[src/rtl/structs.sv]
// Shared codebase structs: the predictor_update stream type and the branch
// update sequencer slot state. The package widths match the sequencer's
// default parameters; an instance with other PC_BITS/ROB_INDEX_BITS/
// MAX_BRANCH_IF values needs the matching package constants.
package structs;

   localparam int unsigned BRU_PC_BITS        = 32;
   localparam int unsigned BRU_ROB_INDEX_BITS = 3;
   localparam int unsigned BRU_MAX_BRANCH_IF  = 2;
   localparam int unsigned BRU_RAT_ID_BITS    = $clog2(BRU_MAX_BRANCH_IF);

   // In-order resolved-branch record sent to the branch predictor.
   typedef struct packed {
      logic                          valid_jump;
      logic                          jump_taken;
      logic [BRU_PC_BITS-1:0]        jump_address;
      logic [BRU_PC_BITS-1:0]        orig_pc;
      logic                          is_comp;
      logic [BRU_ROB_INDEX_BITS-1:0] ticket;
      logic [BRU_RAT_ID_BITS-1:0]    rat_id;
   } predictor_update;

   // Per-slot lifecycle of an in-flight branch.
   typedef enum logic [1:0] {
      SlotFree     = 2'd0,
      SlotPending  = 2'd1,
      SlotResolved = 2'd2
   } slot_state_e;

endpackage

[src/rtl/bru_slot_array.sv]
// Slot storage for the branch update sequencer: alloc write port, resolve
// write port, free port, a head read port and a state lookup for the slot a
// resolve targets.
module bru_slot_array
   import structs::*;
#(
   parameter int unsigned PC_BITS        = BRU_PC_BITS,
   parameter int unsigned ROB_INDEX_BITS = BRU_ROB_INDEX_BITS,
   parameter int unsigned SLOTS          = BRU_MAX_BRANCH_IF
) (
   input  logic                       clk,
   input  logic                       rst,
   input  logic                       clear,
   input  logic                       alloc_we,
   input  logic [$clog2(SLOTS)-1:0]   alloc_idx,
   input  logic [PC_BITS-1:0]         alloc_pc,
   input  logic                       alloc_is_comp,
   input  logic [ROB_INDEX_BITS-1:0]  alloc_ticket,
   input  logic                       res_we,
   input  logic [$clog2(SLOTS)-1:0]   res_idx,
   input  logic                       res_taken,
   input  logic [PC_BITS-1:0]         res_target,
   input  logic                       free_we,
   input  logic [$clog2(SLOTS)-1:0]   free_idx,
   input  logic [$clog2(SLOTS)-1:0]   head_idx,
   output slot_state_e                head_state,
   output logic [PC_BITS-1:0]         head_pc,
   output logic                       head_is_comp,
   output logic [ROB_INDEX_BITS-1:0]  head_ticket,
   output logic                       head_taken,
   output logic [PC_BITS-1:0]         head_target,
   output slot_state_e                res_state
);

   slot_state_e               state_q   [SLOTS];
   logic [PC_BITS-1:0]        pc_q      [SLOTS];
   logic                      is_comp_q [SLOTS];
   logic [ROB_INDEX_BITS-1:0] ticket_q  [SLOTS];
   logic                      taken_q   [SLOTS];
   logic [PC_BITS-1:0]        target_q  [SLOTS];

   assign head_state   = state_q[head_idx];
   assign head_pc      = pc_q[head_idx];
   assign head_is_comp = is_comp_q[head_idx];
   assign head_ticket  = ticket_q[head_idx];
   assign head_taken   = taken_q[head_idx];
   assign head_target  = target_q[head_idx];
   assign res_state    = state_q[res_idx];

   // Slot writes; free is last so it wins if a bypassed resolve hits head.
   always_ff @(posedge clk) begin
      if (rst) begin
         state_q   <= '{default: SlotFree};
         pc_q      <= '{default: '0};
         is_comp_q <= '{default: 1'b0};
         ticket_q  <= '{default: '0};
         taken_q   <= '{default: 1'b0};
         target_q  <= '{default: '0};
      end else if (clear) begin
         state_q <= '{default: SlotFree};
      end else begin
         if (alloc_we) begin
            state_q[alloc_idx]   <= SlotPending;
            pc_q[alloc_idx]      <= alloc_pc;
            is_comp_q[alloc_idx] <= alloc_is_comp;
            ticket_q[alloc_idx]  <= alloc_ticket;
         end
         if (res_we) begin
            state_q[res_idx]  <= SlotResolved;
            taken_q[res_idx]  <= res_taken;
            target_q[res_idx] <= res_target;
         end
         if (free_we) begin
            state_q[free_idx] <= SlotFree;
         end
      end
   end

endmodule

[src/rtl/branch_update_sequencer.sv]
// Branch update sequencer: allocates branch slots in program order, accepts
// out-of-order resolves and replays resolved branches to the predictor in
// program order, one per cycle.
// Optional macro BRU_BYPASS_EN: a resolve hitting the pending head emits in
// the same cycle from the resolve inputs instead of one cycle later.
module branch_update_sequencer
   import structs::*;
#(
   parameter int unsigned PC_BITS        = BRU_PC_BITS,
   parameter int unsigned ROB_INDEX_BITS = BRU_ROB_INDEX_BITS,
   parameter int unsigned MAX_BRANCH_IF  = BRU_MAX_BRANCH_IF
) (
   input  logic                               clk,
   input  logic                               rst,
   input  logic                               alloc_valid,
   output logic                               alloc_ready,
   input  logic [PC_BITS-1:0]                 alloc_pc,
   input  logic                               alloc_is_comp,
   input  logic [ROB_INDEX_BITS-1:0]          alloc_ticket,
   output logic [$clog2(MAX_BRANCH_IF)-1:0]   alloc_rat_id,
   input  logic                               resolve_valid,
   input  logic [$clog2(MAX_BRANCH_IF)-1:0]   resolve_rat_id,
   input  logic                               resolve_taken,
   input  logic [PC_BITS-1:0]                 resolve_target,
   input  logic                               flush_valid,
   output predictor_update                    pr_update,
   output logic                               resolve_err
);

   localparam int unsigned RAT_BITS = $clog2(MAX_BRANCH_IF);
   localparam int unsigned CNT_BITS = $clog2(MAX_BRANCH_IF + 1);
   localparam logic [CNT_BITS-1:0] CNT_FULL = CNT_BITS'(MAX_BRANCH_IF);

   logic [RAT_BITS-1:0]       head_q, head_d, tail_q, tail_d;
   logic [CNT_BITS-1:0]       count_q, count_d;
   logic                      err_q, err_d;

   slot_state_e               head_state, res_state;
   logic [PC_BITS-1:0]        head_pc, head_target;
   logic                      head_is_comp, head_taken;
   logic [ROB_INDEX_BITS-1:0] head_ticket;

   logic alloc_fire, res_hit, res_miss, emit_stored, emit_bypass, emit;

   // Space freed by a same-cycle pop is only visible next cycle (count_q).
   assign alloc_ready  = (count_q < CNT_FULL) && !flush_valid;
   assign alloc_fire   = alloc_valid && alloc_ready;
   assign alloc_rat_id = tail_q;

   // Emission ignores flush_valid so the flush path has no loop back here.
   assign emit_stored = (head_state == SlotResolved);
`ifdef BRU_BYPASS_EN
   assign emit_bypass = resolve_valid && (resolve_rat_id == head_q) &&
                        (head_state == SlotPending);
`else
   assign emit_bypass = 1'b0;
`endif
   assign emit = (emit_stored || emit_bypass) && !rst;

   // A bypassed resolve is consumed by the emission, not stored.
   assign res_hit  = resolve_valid && !flush_valid && (res_state == SlotPending) &&
                     !emit_bypass;
   assign res_miss = resolve_valid && !flush_valid && (res_state != SlotPending);

   assign resolve_err = err_q;

   bru_slot_array #(
      .PC_BITS        (PC_BITS),
      .ROB_INDEX_BITS (ROB_INDEX_BITS),
      .SLOTS          (MAX_BRANCH_IF)
   ) u_slots (
      .clk           (clk),
      .rst           (rst),
      .clear         (flush_valid),
      .alloc_we      (alloc_fire),
      .alloc_idx     (tail_q),
      .alloc_pc      (alloc_pc),
      .alloc_is_comp (alloc_is_comp),
      .alloc_ticket  (alloc_ticket),
      .res_we        (res_hit),
      .res_idx       (resolve_rat_id),
      .res_taken     (resolve_taken),
      .res_target    (resolve_target),
      .free_we       (emit),
      .free_idx      (head_q),
      .head_idx      (head_q),
      .head_state    (head_state),
      .head_pc       (head_pc),
      .head_is_comp  (head_is_comp),
      .head_ticket   (head_ticket),
      .head_taken    (head_taken),
      .head_target   (head_target),
      .res_state     (res_state)
   );

   // Predictor update record; all fields zero when nothing is emitted.
   always_comb begin
      pr_update = '0;
      if (emit) begin
         pr_update.valid_jump   = 1'b1;
         pr_update.jump_taken   = emit_bypass ? resolve_taken : head_taken;
         pr_update.jump_address = emit_bypass ? resolve_target : head_target;
         pr_update.orig_pc      = head_pc;
         pr_update.is_comp      = head_is_comp;
         pr_update.ticket       = head_ticket;
         pr_update.rat_id       = head_q;
      end
   end

   // Occupancy pointers, count and sticky resolve error.
   always_comb begin
      head_d  = head_q;
      tail_d  = tail_q;
      count_d = count_q;
      err_d   = err_q | res_miss;
      if (flush_valid) begin
         head_d  = '0;
         tail_d  = '0;
         count_d = '0;
      end else begin
         if (alloc_fire) tail_d = tail_q + RAT_BITS'(1);
         if (emit)       head_d = head_q + RAT_BITS'(1);
         count_d = count_q + CNT_BITS'(alloc_fire) - CNT_BITS'(emit);
      end
   end

   // State registers with synchronous reset.
   always_ff @(posedge clk) begin
      if (rst) begin
         head_q  <= '0;
         tail_q  <= '0;
         count_q <= '0;
         err_q   <= 1'b0;
      end else begin
         head_q  <= head_d;
         tail_q  <= tail_d;
         count_q <= count_d;
         err_q   <= err_d;
      end
   end

endmodule

[config.mk]
export PLATFORM = sky130hd
export DESIGN_NAME = branch_update_sequencer
export DESIGN_NICKNAME = d
export VERILOG_FILES = /design/src/rtl/structs.sv /design/src/rtl/bru_slot_array.sv /design/src/rtl/branch_update_sequencer.sv
export SDC_FILE = /design/constraint.sdc
export NUM_CORES = 1
export LEC_CHECK = 0
export CAP_MARGIN = 10
export CORE_MARGIN = 2
export CORE_UTILIZATION = 45
export CTS_CLUSTER_DIAMETER = 100
export DETAILED_ROUTE_END_ITERATION = 7
export GPL_TIMING_DRIVEN = 0
export PLACE_DENSITY = 0.72
export SLEW_MARGIN = 30
export SYNTH_ARGS = -nofsm -noshare
export SYNTH_HDL_FRONTEND = slang
export SYNTH_SLANG_ARGS = --single-unit
[constraint.sdc]
create_clock -name clk -period 2.45 [get_ports clk]
set_input_delay 0.49 -clock clk [delete_from_list [all_inputs] [get_ports clk]]
set_output_delay 0.49 -clock clk [all_outputs]
set_load 0.05 [all_outputs]
==> impl_metrics.env <==
export IMPL_num_rows=43
export IMPL_route_vias_total=6026
export IMPL_fin_crit_ns=2.39
export IMPL_period_share_pct=97.4
export IMPL_hold_slack_ns=0.452
export IMPL_p_clk_share_pct=50.7
export IMPL_io_buffers=146
export IMPL_cts_buffer_depth=2
export IMPL_setup_ws_ns=0.0627
export IMPL_critPathSlowestCell="dfxtp_1"
export IMPL_crit_buf_inv=3
export IMPL_gp_congestion=0.775
export IMPL_combPwrFrac_pct=6.6
export IMPL_core_um2=13800
export IMPL_sw_frac_of_total_pct=21.1
export IMPL_synth_area_top_cells="dfxtp_1 46%, a22o_1 9.5%, nand2_1 8.7%"
export IMPL_numCtsBuffers=17
export IMPL_fmax_mhz=419
export IMPL_slew_headroom_pct=57.2
export IMPL_clkTransAtPathRegs_ns=0.06
export IMPL_wirelength_mm=18.4
export IMPL_root_buffer="clkbuf_16"
export IMPL_yosysTopAreaCellShare_pct=46.3
export IMPL_crit_path_frequent_cell="buf_4"
export IMPL_ys_flop_type="dfxtp_1"
export IMPL_critPathCaptureType="output port"
export IMPL_p_seq_share_pct=42.7
export IMPL_synth_edf_count=0
export IMPL_ys_ff_latch=147
export IMPL_drt_iter0_markers=571
export IMPL_dp_slack_ns=-0.985
export IMPL_tightestPinTransition_ns=0.639
export IMPL_path_class="reg2out"
export IMPL_antenna_found_initial=0
export IMPL_synth_warnings=0
export IMPL_synth_cells=780
export IMPL_path_cells="nor4b_4 -> buf_4 -> clkbuf_4 -> a22o_1 -> buf_4"
export IMPL_synth_area_um2=6360
export IMPL_diodes=0
export IMPL_synthDistinctLibCells=30
export IMPL_finalSetupViolCount=0
export IMPL_syn_area_per_cell_um2=8.15
export IMPL_wl_met3_mm=1.26
export IMPL_async_flop_share_pct=0
export IMPL_grt_pass1_vias=5674
export IMPL_topRoutingLayerUsed="met4"
export IMPL_dieArea_um2=15100
export IMPL_synth_nets=857
export IMPL_cts_tree="yes"
export IMPL_die_w_um=123
export IMPL_cp_arrival_ns=1.90
export IMPL_grt_pass1_wl_mm=28.8
export IMPL_wl_met2_mm=8.56
export IMPL_clock_sinks=147
export IMPL_ys_seq_area_share_pct=46.3
export IMPL_power_switching_mw=1.22
export IMPL_drc=0
export IMPL_crit_fanout=10
export IMPL_drive_above_1_share_pct=16.1
export IMPL_grtUsageTotal_pct=24.7
export IMPL_grt_max_degree=20
export IMPL_ant_nets=0
export IMPL_worstPathRequired_ns=1.96
export IMPL_area_growth_pct=36.6
export IMPL_final_fill_count=1263
export IMPL_met1_length_mm=8.23
export IMPL_dpl_hpwl_mm=12.3
export IMPL_drtPass1Iterations=5
export IMPL_power_density_nw_per_um2=663
export IMPL_intPower_mw=4.54
export IMPL_ys_top_cells_by_count="147 x dfxtp_1, 147 x nand2_1, 88 x o21ai_0"
export IMPL_clk_latency_ns=0.42
export IMPL_maxCapViolCount=0
export IMPL_synth_top_area_cell="dfxtp_1"
export IMPL_htree_levels=4
export IMPL_hold_path_class="reg2reg"
export IMPL_start_util_pct=46.0
export IMPL_drv_slew=0
export IMPL_io_pins=149
export IMPL_status="completed"
export IMPL_critPathLaunchType="flop"
export IMPL_grt_ovfl_total=0
export IMPL_vdd_drop_max_v=0.000479
export IMPL_finalHoldViolCount=0
export IMPL_crit_family="buffers and inverters"
export IMPL_max_stage_delay_ns=0.36
export IMPL_die_h_um=123
export IMPL_viasPerCell=5.30
export IMPL_fin_skew_ns=0.00411
export IMPL_routedWlPerCell_um=16.2
export IMPL_hold_buffers=0
export IMPL_leakagePower_nw=3.28
export IMPL_nNetsFinal=1023
## tightest hold or removal path: cells and delay by family, from the launching register on
kind               cells  cell delay, ns
AOI/OAI and AO/OA      1            0.05
DFF                    1            0.31
and+or+nand+nor        1            0.05
## registers in the layout (all words and copies together), names as in the netlist
name               count
u_slots.state_q        4
head_q                 1
alloc_rat_id           1
u_slots.ticket_q       6
u_slots.is_comp_q      2
u_slots.pc_q          64
resolve_err            1
count_q                2
u_slots.taken_q        2
u_slots.target_q      64
## cell families (layout without fill, tap and decap cells)
| kind of cell | after synthesis | in the layout | share of synthesized area (%) |
|---|---|---|---|
| DFF | 147 | 147 | 46.3 |
| and+or+nand+nor | 274 | 274 | 21.8 |
| adders and majority gates | 2 | 2 | 0.393 |
| buffers and inverters | 76 | 254 | 5.15 |
| AOI/OAI and AO/OA | 278 | 278 | 26.0 |
| xor gates and xnor gates | 3 | 3 | 0.413 |
## final cells by class
cell class | count | area [µm²] | area share (%)
clock inverters | 9 | 174 | 2.00
inverters | 2 | 7.51 | 0.0864
well taps | 180 | 225 | 2.59
clock buffers | 22 | 494 | 5.69
plain buffers | 73 | 408 | 4.70
flip-flops and latches | 147 | 2940 | 33.9
repair buffers | 148 | 1300 | 15.0
multi-input cells | 557 | 3130 | 36.0
## metal layers
| layer | vias to the layer above | GRT usage, % |
|---|---|---|
| li1 | 3004 | - |
| met1 | 2782 | 33.6 |
| met2 | 216 | 38.8 |
| met3 | 24 | 5.07 |
| met4 | 0 | 8.48 |
| met5 | - | 0 |
## what timing repair did
| item | in CTS | in global routing |
|---|---|---|
| pin swaps | 1 | 0 |
| endpoints found under the setup margin | 73 | 70 |
| setup buffers | 2 | 0 |
| gates resized for setup | 449 | 36 |
## stage by stage
| step | setup TNS, ns | power (mW) | utilization [%] | instance area [µm²] | instances |
|---|---|---|---|---|---|
| after floorplan | 0 | 2.68 | - | 6380 | 780 |
| after global routing | -0.136 | 5.94 | 62.8 | 8680 | 1138 |
| final | 0 | 5.76 | 62.8 | 8680 | 1138 |
| after CTS | -0.0968 | 5.78 | 62.3 | 8610 | 1138 |
| after global placement | -81.68 | 2.88 | 58.3 | 8060 | 1106 |
| after detailed placement | -67.30 | 2.89 | 58.4 | 8070 | 1106 |
## power groups by stage
| stage | sequential [mW] | combinational (mW) | clock, mW |
|---|---|---|---|
| after global placement | 2.51 | 0.374 | 0 |
| after detailed placement | 2.51 | 0.376 | 0 |
| final | 2.46 | 0.380 | 2.92 |
| after floorplan | 2.51 | 0.169 | 0 |
| after CTS | 2.46 | 0.380 | 2.94 |
| after global routing | 2.46 | 0.415 | 3.06 |
## path summary, 6_finish.rpt
check	end	slack, ns	from	cells after the start
min	u_slots.pc_q[13]	0.45	u_slots.pc_q[13]	2
min reg2reg	u_slots.pc_q[13]	0.45	u_slots.pc_q[13]	2
max reg2reg	count_q[1]	0.45	head_q	8
max	pr_update[2]	0.06	u_slots.state_q[2]	5
## cell usage in the layout, fill, tap and decap left out, types with 14 or more instances in the layout
cell type,count
nand2_1,147
dfxtp_1,146
o21ai_0,88
a21oi_1,75
clkdlybuf4s50_1,75
buf_4,72
nor2b_1,67
a22o_1,60
o21ai_1,44
nand2b_1,37
clkbuf_1,34
clkbuf_16,17
buf_2,14
Note: power is estimated with default switching activity, not from simulation.
==> edit 1: new RTL, same flow settings <==
Reset style: asynchronous (`rst`), changed in 2 clocked blocks. Comments in the files are not updated.
--- a/src/rtl/bru_slot_array.sv
+++ b/src/rtl/bru_slot_array.sv
@@ -48,7 +48,7 @@
    assign res_state    = state_q[res_idx];
 
    // Slot writes; free is last so it wins if a bypassed resolve hits head.
-   always_ff @(posedge clk) begin
+   always_ff @(posedge clk or posedge rst) begin
       if (rst) begin
          state_q   <= '{default: SlotFree};
          pc_q      <= '{default: '0};
--- a/src/rtl/branch_update_sequencer.sv
+++ b/src/rtl/branch_update_sequencer.sv
@@ -125,7 +125,7 @@
    end
 
    // State registers with synchronous reset.
-   always_ff @(posedge clk) begin
+   always_ff @(posedge clk or posedge rst) begin
       if (rst) begin
          head_q  <= '0;
          tail_q  <= '0;
Check against the original RTL: differs if rst is asserted again (counterexample within 4 cycles, from zero or initial values and one cycle with rst high); with rst held inactive, the same outputs for 4 cycles.
==> edit 1 against the original RTL <==
- the flow now finishes with violations (setup timing)
- design area increased by 6.7%
- wire length down 18%
- first-iteration DRC count shrank 68%
- synthesized area rose by 0.87%
- worst setup slack worse by 0.15 ns
- register-to-register slack better by 0.08 ns
- sequential cell count stayed put
- die area rose by 0.84%
- critical path type unchanged
Power is not compared: it rests on default switching activity, and its combinational part moved more than twofold at a synthesized area within 25%.
==> edit 1: results (changes against the original RTL) <==
* **worst hold path class** input pin to asynchronous set/reset pin
* **final std cells w/o fill** 804, -29%
* **number of buffers inserted by port buffering** 148, +1.4%
* **Worst Path Max Fanout** 5, -5
* **GRT Resource Usage Total** 20.8%, -3.9 points
* **final setup margin** -0.0911 ns, -0.154 ns
* **Final Wtd Congestion** 0.768, -0.90%
* **commonest register cell after synthesis** sky130_fd_sc_hd__dfrtp_1
* **relative max-transition margin** 64.7%, +7.4 points
* **wire length reported by the detailed router** 15.1 mm, -18%
* **worst reg2reg path endpoint** u_slots.target_q[1]
* **setup slack, reg-to-reg** 0.53 ns, +0.08 ns
* **count of final setup violators** 55, +55
* **Post-Syn Nets** 502, -41%
* **final layout net count** 688, -33%
* **initial DRC count** 182, -68%
* **via count of the first global-routing pass** 4,632, -18%
* **CP delay by family, top** simple AND/OR/NAND/NOR gates
* **Max stage delay on crit path** 0.43 ns, +0.07 ns
* **synth top area cells** sky130_fd_sc_hd__dfrtp_1 (57%), sky130_fd_sc_hd__mux2_2 (19%), sky130_fd_sc_hd__a22o_1 (9.4%)
* **run status** finished with violations
* **dpl cells** 759, -31%
* **fraction of final layout cells sized beyond drive strength 1** 48.9%, +33 points
* **violated checks** setup timing
* **reg2reg start** u_slots.state_q[0]
* **final clock skew** 0.0116 ns, +0.00749 ns
* **pin count of the biggest net entering global routing** 29, +45%
* **worst hold-check slack** 0.259 ns, -0.193 ns
edit 1: through the flow:
stage	utilization, %	TNS [ns]	worst slack [ns]	area (µm²)
final	66.8	-2.81	-0.0911	9270
after global routing	66.8	-5.47	-0.133	9270
after CTS	65.0	-1.99	-0.0792	9030
after detailed placement	59.7	-101.01	-1.45	8290
after global placement	58.6	-268.01	-1.45	8130
after floorplan	-	0	0.0761	6430
edit 1: routing by layer:
metal  GRT usage, %  routed length, µm
met4           10.4                396
met1           26.9               6550
met5              0                  0
met2           33.1               7570
met3           4.29                633
edit 1: layout make-up:
| class | instances | area (µm²) |
|---|---|---|
| clock inverter | 14 | 155 |
| tap | 180 | 225 |
| inverter | 4 | 18.8 |
| clock buffer | 18 | 439 |
| buffer | 31 | 320 |
| multi-input combinational | 244 | 2560 |
| timing repair buffer | 166 | 1870 |
| sequential | 147 | 3680 |
| fill | 992 | 4610 |
edit 1: how the worst max path moves through the flow:
stage / cells after the start / end / start
detailed placement: 5 / pr_update[1] / rst
global placement: 5 / pr_update[1] / rst
finish: 6 / pr_update[49] / u_slots.state_q[0]
CTS: 6 / pr_update[27] / u_slots.state_q[0]
global route: 6 / pr_update[54] / u_slots.state_q[0]
floorplan: 4 / pr_update[63] / rst
edit 1: power breakdown:
part,switching (mW),total (mW),internal (mW)
clock,1.03,2.56,1.53
sequential,0.330,3.38,3.05
combinational,0.336,1.05,0.718
edit 1: cells by family (layout without fill, tap and decap cells):
kind of cell | count (synthesis) | count (layout) | synth area share [%]
flip-flops | 147 | 147 | 57.3
XOR/XNOR | 3 | 3 | 0.410
buffers and inverters | 35 | 233 | 3.43
AO/OA/AOI/OAI | 75 | 75 | 10.1
adder cells (fa/ha/maj) | 2 | 2 | 0.390
AND/OR/NAND/NOR | 25 | 26 | 2.50
multiplexers | 138 | 138 | 25.9
edit 1: timing repair:
item	in CTS	in global routing
gates cloned	1	4
pin swaps	7	15
resized for setup	509	47
hold endpoints to repair	0	0
endpoints found under the setup margin	72	70
buffers inserted	5	3
edit 1: worst register-to-register path, stage by stage (launching register included):
cell and delay, ns:
sky130_fd_sc_hd__dfrtp_1 0.37, sky130_fd_sc_hd__buf_4 0.13, sky130_fd_sc_hd__nand3b_1 0.13, sky130_fd_sc_hd__nor2_1 0.42, sky130_fd_sc_hd__buf_2 0.39, sky130_fd_sc_hd__mux2_2 0.37
==> edit 2: new RTL, config.mk and constraints unchanged <==
Without the edit above. Change the package constant `BRU_PC_BITS` from 32 to 24.
--- a/src/rtl/structs.sv
+++ b/src/rtl/structs.sv
@@ -4,7 +4,7 @@
 // MAX_BRANCH_IF values needs the matching package constants.
 package structs;
 
-   localparam int unsigned BRU_PC_BITS        = 32;
+   localparam int unsigned BRU_PC_BITS        = 24;
    localparam int unsigned BRU_ROB_INDEX_BITS = 3;
    localparam int unsigned BRU_MAX_BRANCH_IF  = 2;
    localparam int unsigned BRU_RAT_ID_BITS    = $clog2(BRU_MAX_BRANCH_IF);
Interface: changed (resized alloc_pc, pr_update and resolve_target); port bits go from 149 to 117. No check against the original RTL was run, so the function may have changed too.
==> edit 2 against the original RTL <==
- sequential power fell by 22%
- worst setup slack got worse by 0.033 ns
- via count fell by 17%
- wire length fell by 18%
- clock power fell by 24%
- synthesized area fell by 21%
- sequential cell count fell by 32
- design area fell by 19%
- total power fell by 23%
- critical path type unchanged
- largest power group unchanged
==> edit 2: results (changes against the original RTL) <==
* **R2R cell count** 8, unchanged
* **HPWL after detailed placement** 10.3 mm, -17%
* **leakage power total** 2.63 nW, -20%
* **synth top area cells** sky130_fd_sc_hd__dfxtp_1 (46%), sky130_fd_sc_hd__a22o_1 (9.3%), sky130_fd_sc_hd__nand2_1 (8.6%)
* **startpoint of the worst hold path** flush_valid
* **most used cell along the critical path** sky130_fd_sc_hd__buf_6
* **Met2 Wirelength** 7.69 mm, -10%
* **drt wl/cell** 16.8 µm, +4.0%
* **Met3 Routed Length** 1.02 mm, -19%
* **Post-Syn Nets** 671, -22%
* **number of H-tree levels** 4, unchanged
* **Yosys cell types** 33, +10%
* **depth of the worst hold-timing path** 2, unchanged
* **instance area after placement** 6330 µm², -22%
* **length of routed wiring on met1** 6.12 mm, -26%
* **Max stage delay on crit path** 0.35 ns
* **Slowest cell on crit path** sky130_fd_sc_hd__dfxtp_2
* **Mapped Cells** 610, -22%
* **worst voltage drop across the vdd grid** 487 µV, +1.7%
* **most numerous cell types in the synthesized netlist** sky130_fd_sc_hd__dfxtp_1 (115), sky130_fd_sc_hd__nand2_1 (115), sky130_fd_sc_hd__o21ai_0 (82), sky130_fd_sc_hd__a21oi_1 (59), sky130_fd_sc_hd__a22o_1 (53)
* **met3 usage in global routing** 7.71%, +2.6 points
* **worst hold path class** input pin to register
* **post-CTS clock slew at the launch and capture registers of the worst setup and hold paths** 0.05 ns
* **number of antenna cells inserted** 0, unchanged
* **relative max-transition margin** 61.6%, +4.3 points
* **GRT Resource Usage Total** 25.7%, +1.0 points
* **dpl cells** 865, -22%
* **TritonCTS buffer count** 17, unchanged
* **final clock skew** 0.00565 ns, +0.00154 ns
* **number of buffers inserted by port buffering** 115, -21%
* **fillcell total** 919, -27%
* **Hold Path End** head_q
* **switching power of the nets** 1.00 mW, -18%
* **arrival time worst endpoint** 1.93 ns, +0.03 ns
* **GR Util met2** 44.4%, +5.6 points
* **Global Route met1 Usage** 29.1%, -4.5 points
* **final layout net count** 808, -21%
* **drt drc** 0, unchanged
* **top routing layer in use** met4
* **Final Wtd Congestion** 0.827, +6.6%
* **Place WS** -1.34 ns, -0.352 ns
* **fraction of final layout cells sized beyond drive strength 1** 15.7%, -0.38 points
* **largest registers** u_slots.pc_q x48, u_slots.target_q x48, u_slots.ticket_q x6
* **via/cell ratio** 5.55, +4.7%
* **number of vias in the routed layout** 4,980, -17%
* **clock root cell** sky130_fd_sc_hd__clkbuf_8
* **initial DRC count** 306, -46%
* **pin count of the biggest net entering global routing** 20, unchanged
* **clock latency reported for the late side of the worst-skew pair** 0.52 ns, +0.10 ns
* **run status** finished, final reports clean
* **first-pass GRT wire length** 23.8 mm, -18%
* **worst reg2reg path endpoint** count_q[1]
* **sequential area share after synthesis** 46.0%, -0.25 points
-- edit 2: cell count changes after synthesis, sizes merged, moves of 6 or more --
cell | unedited run | this run
o21ai | 132 | 101
nand2b | 37 | 29
buf | 22 | 16
nand2 | 147 | 115
nor2b | 67 | 51
clkbuf | 52 | 40
dfxtp | 147 | 115
a21oi | 76 | 60
a22o | 69 | 53
-- edit 2: timing repair --
action	in CTS	in global routing
resized for setup	384	34
buffers inserted	3	0
pin swaps	3	7
setup endpoints to repair	57	51
hold endpoints to repair	0	0
cloned	1	0
-- edit 2: cell families after synthesis --
family	Yosys count	share of synthesized area [%]
simple gates	218	22.2
compound gates	214	25.5
fa+ha+maj	2	0.500
flops	115	46.0
buf+inv	58	5.30
xor+xnor	3	0.525
-- edit 2: worst max-delay path by stage --
| stage | startpoint | endpoint | slack [ns] | cells after the start |
|---|---|---|---|---|
| 2_1_floorplan | rst | count_q[1] | 0.17 | 10 |
| 3_3_place_gp | rst | pr_update[54] | -1.34 | 7 |
| 3_5_place_dp | rst | pr_update[54] | -1.34 | 7 |
| 4_1_cts | head_q | pr_update[28] | -0.02 | 5 |
| 5_1_grt | u_slots.state_q[1] | pr_update[28] | -0.03 | 5 |
| 6_report | u_slots.state_q[1] | pr_update[49] | 0.03 | 5 |
-- edit 2: power by group through the flow --
| stage | clock network [mW] | registers (mW) | logic [mW] |
|---|---|---|---|
| 5_1_grt | 2.32 | 1.93 | 0.330 |
| 4_1_cts | 2.22 | 1.93 | 0.303 |
| 6_report | 2.22 | 1.93 | 0.304 |
| 2_1_floorplan | 0 | 1.97 | 0.132 |
| 3_5_place_dp | 0 | 1.97 | 0.299 |
| 3_3_place_gp | 0 | 1.96 | 0.295 |
-- edit 2: final cells by class --
cell class / count / share of cell area (%)
timing repair buffer: 119 / 17.1
tap: 140 / 2.49
multi-input combinational: 437 / 35.1
clock inverter: 6 / 0.784
inverter: 2 / 0.107
clock buffer: 24 / 6.70
sequential: 115 / 32.8
buffer: 55 / 4.92
-- edit 2: per-stage QoR --
stage	total power [mW]	hold slack [ns]	util (%)
2_1_floorplan	2.10	0.436	-
3_3_place_gp	2.26	0.441	58.4
5_1_grt	4.57	0.303	64.8
4_1_cts	4.45	0.289	63.9
6_report	4.45	0.288	64.8
3_5_place_dp	2.26	0.446	58.4
-- edit 2: worst reg2reg max path, cell delays in order, from the launching register on --
cell	delay, ns
sky130_fd_sc_hd__dfxtp_4	0.36
sky130_fd_sc_hd__or3b_2	0.51
sky130_fd_sc_hd__a21oi_4	0.20
sky130_fd_sc_hd__ha_1	0.25
sky130_fd_sc_hd__inv_1	0.06
sky130_fd_sc_hd__ha_1	0.15
sky130_fd_sc_hd__xnor2_1	0.14
sky130_fd_sc_hd__xnor2_1	0.08
sky130_fd_sc_hd__and2_1	0.16
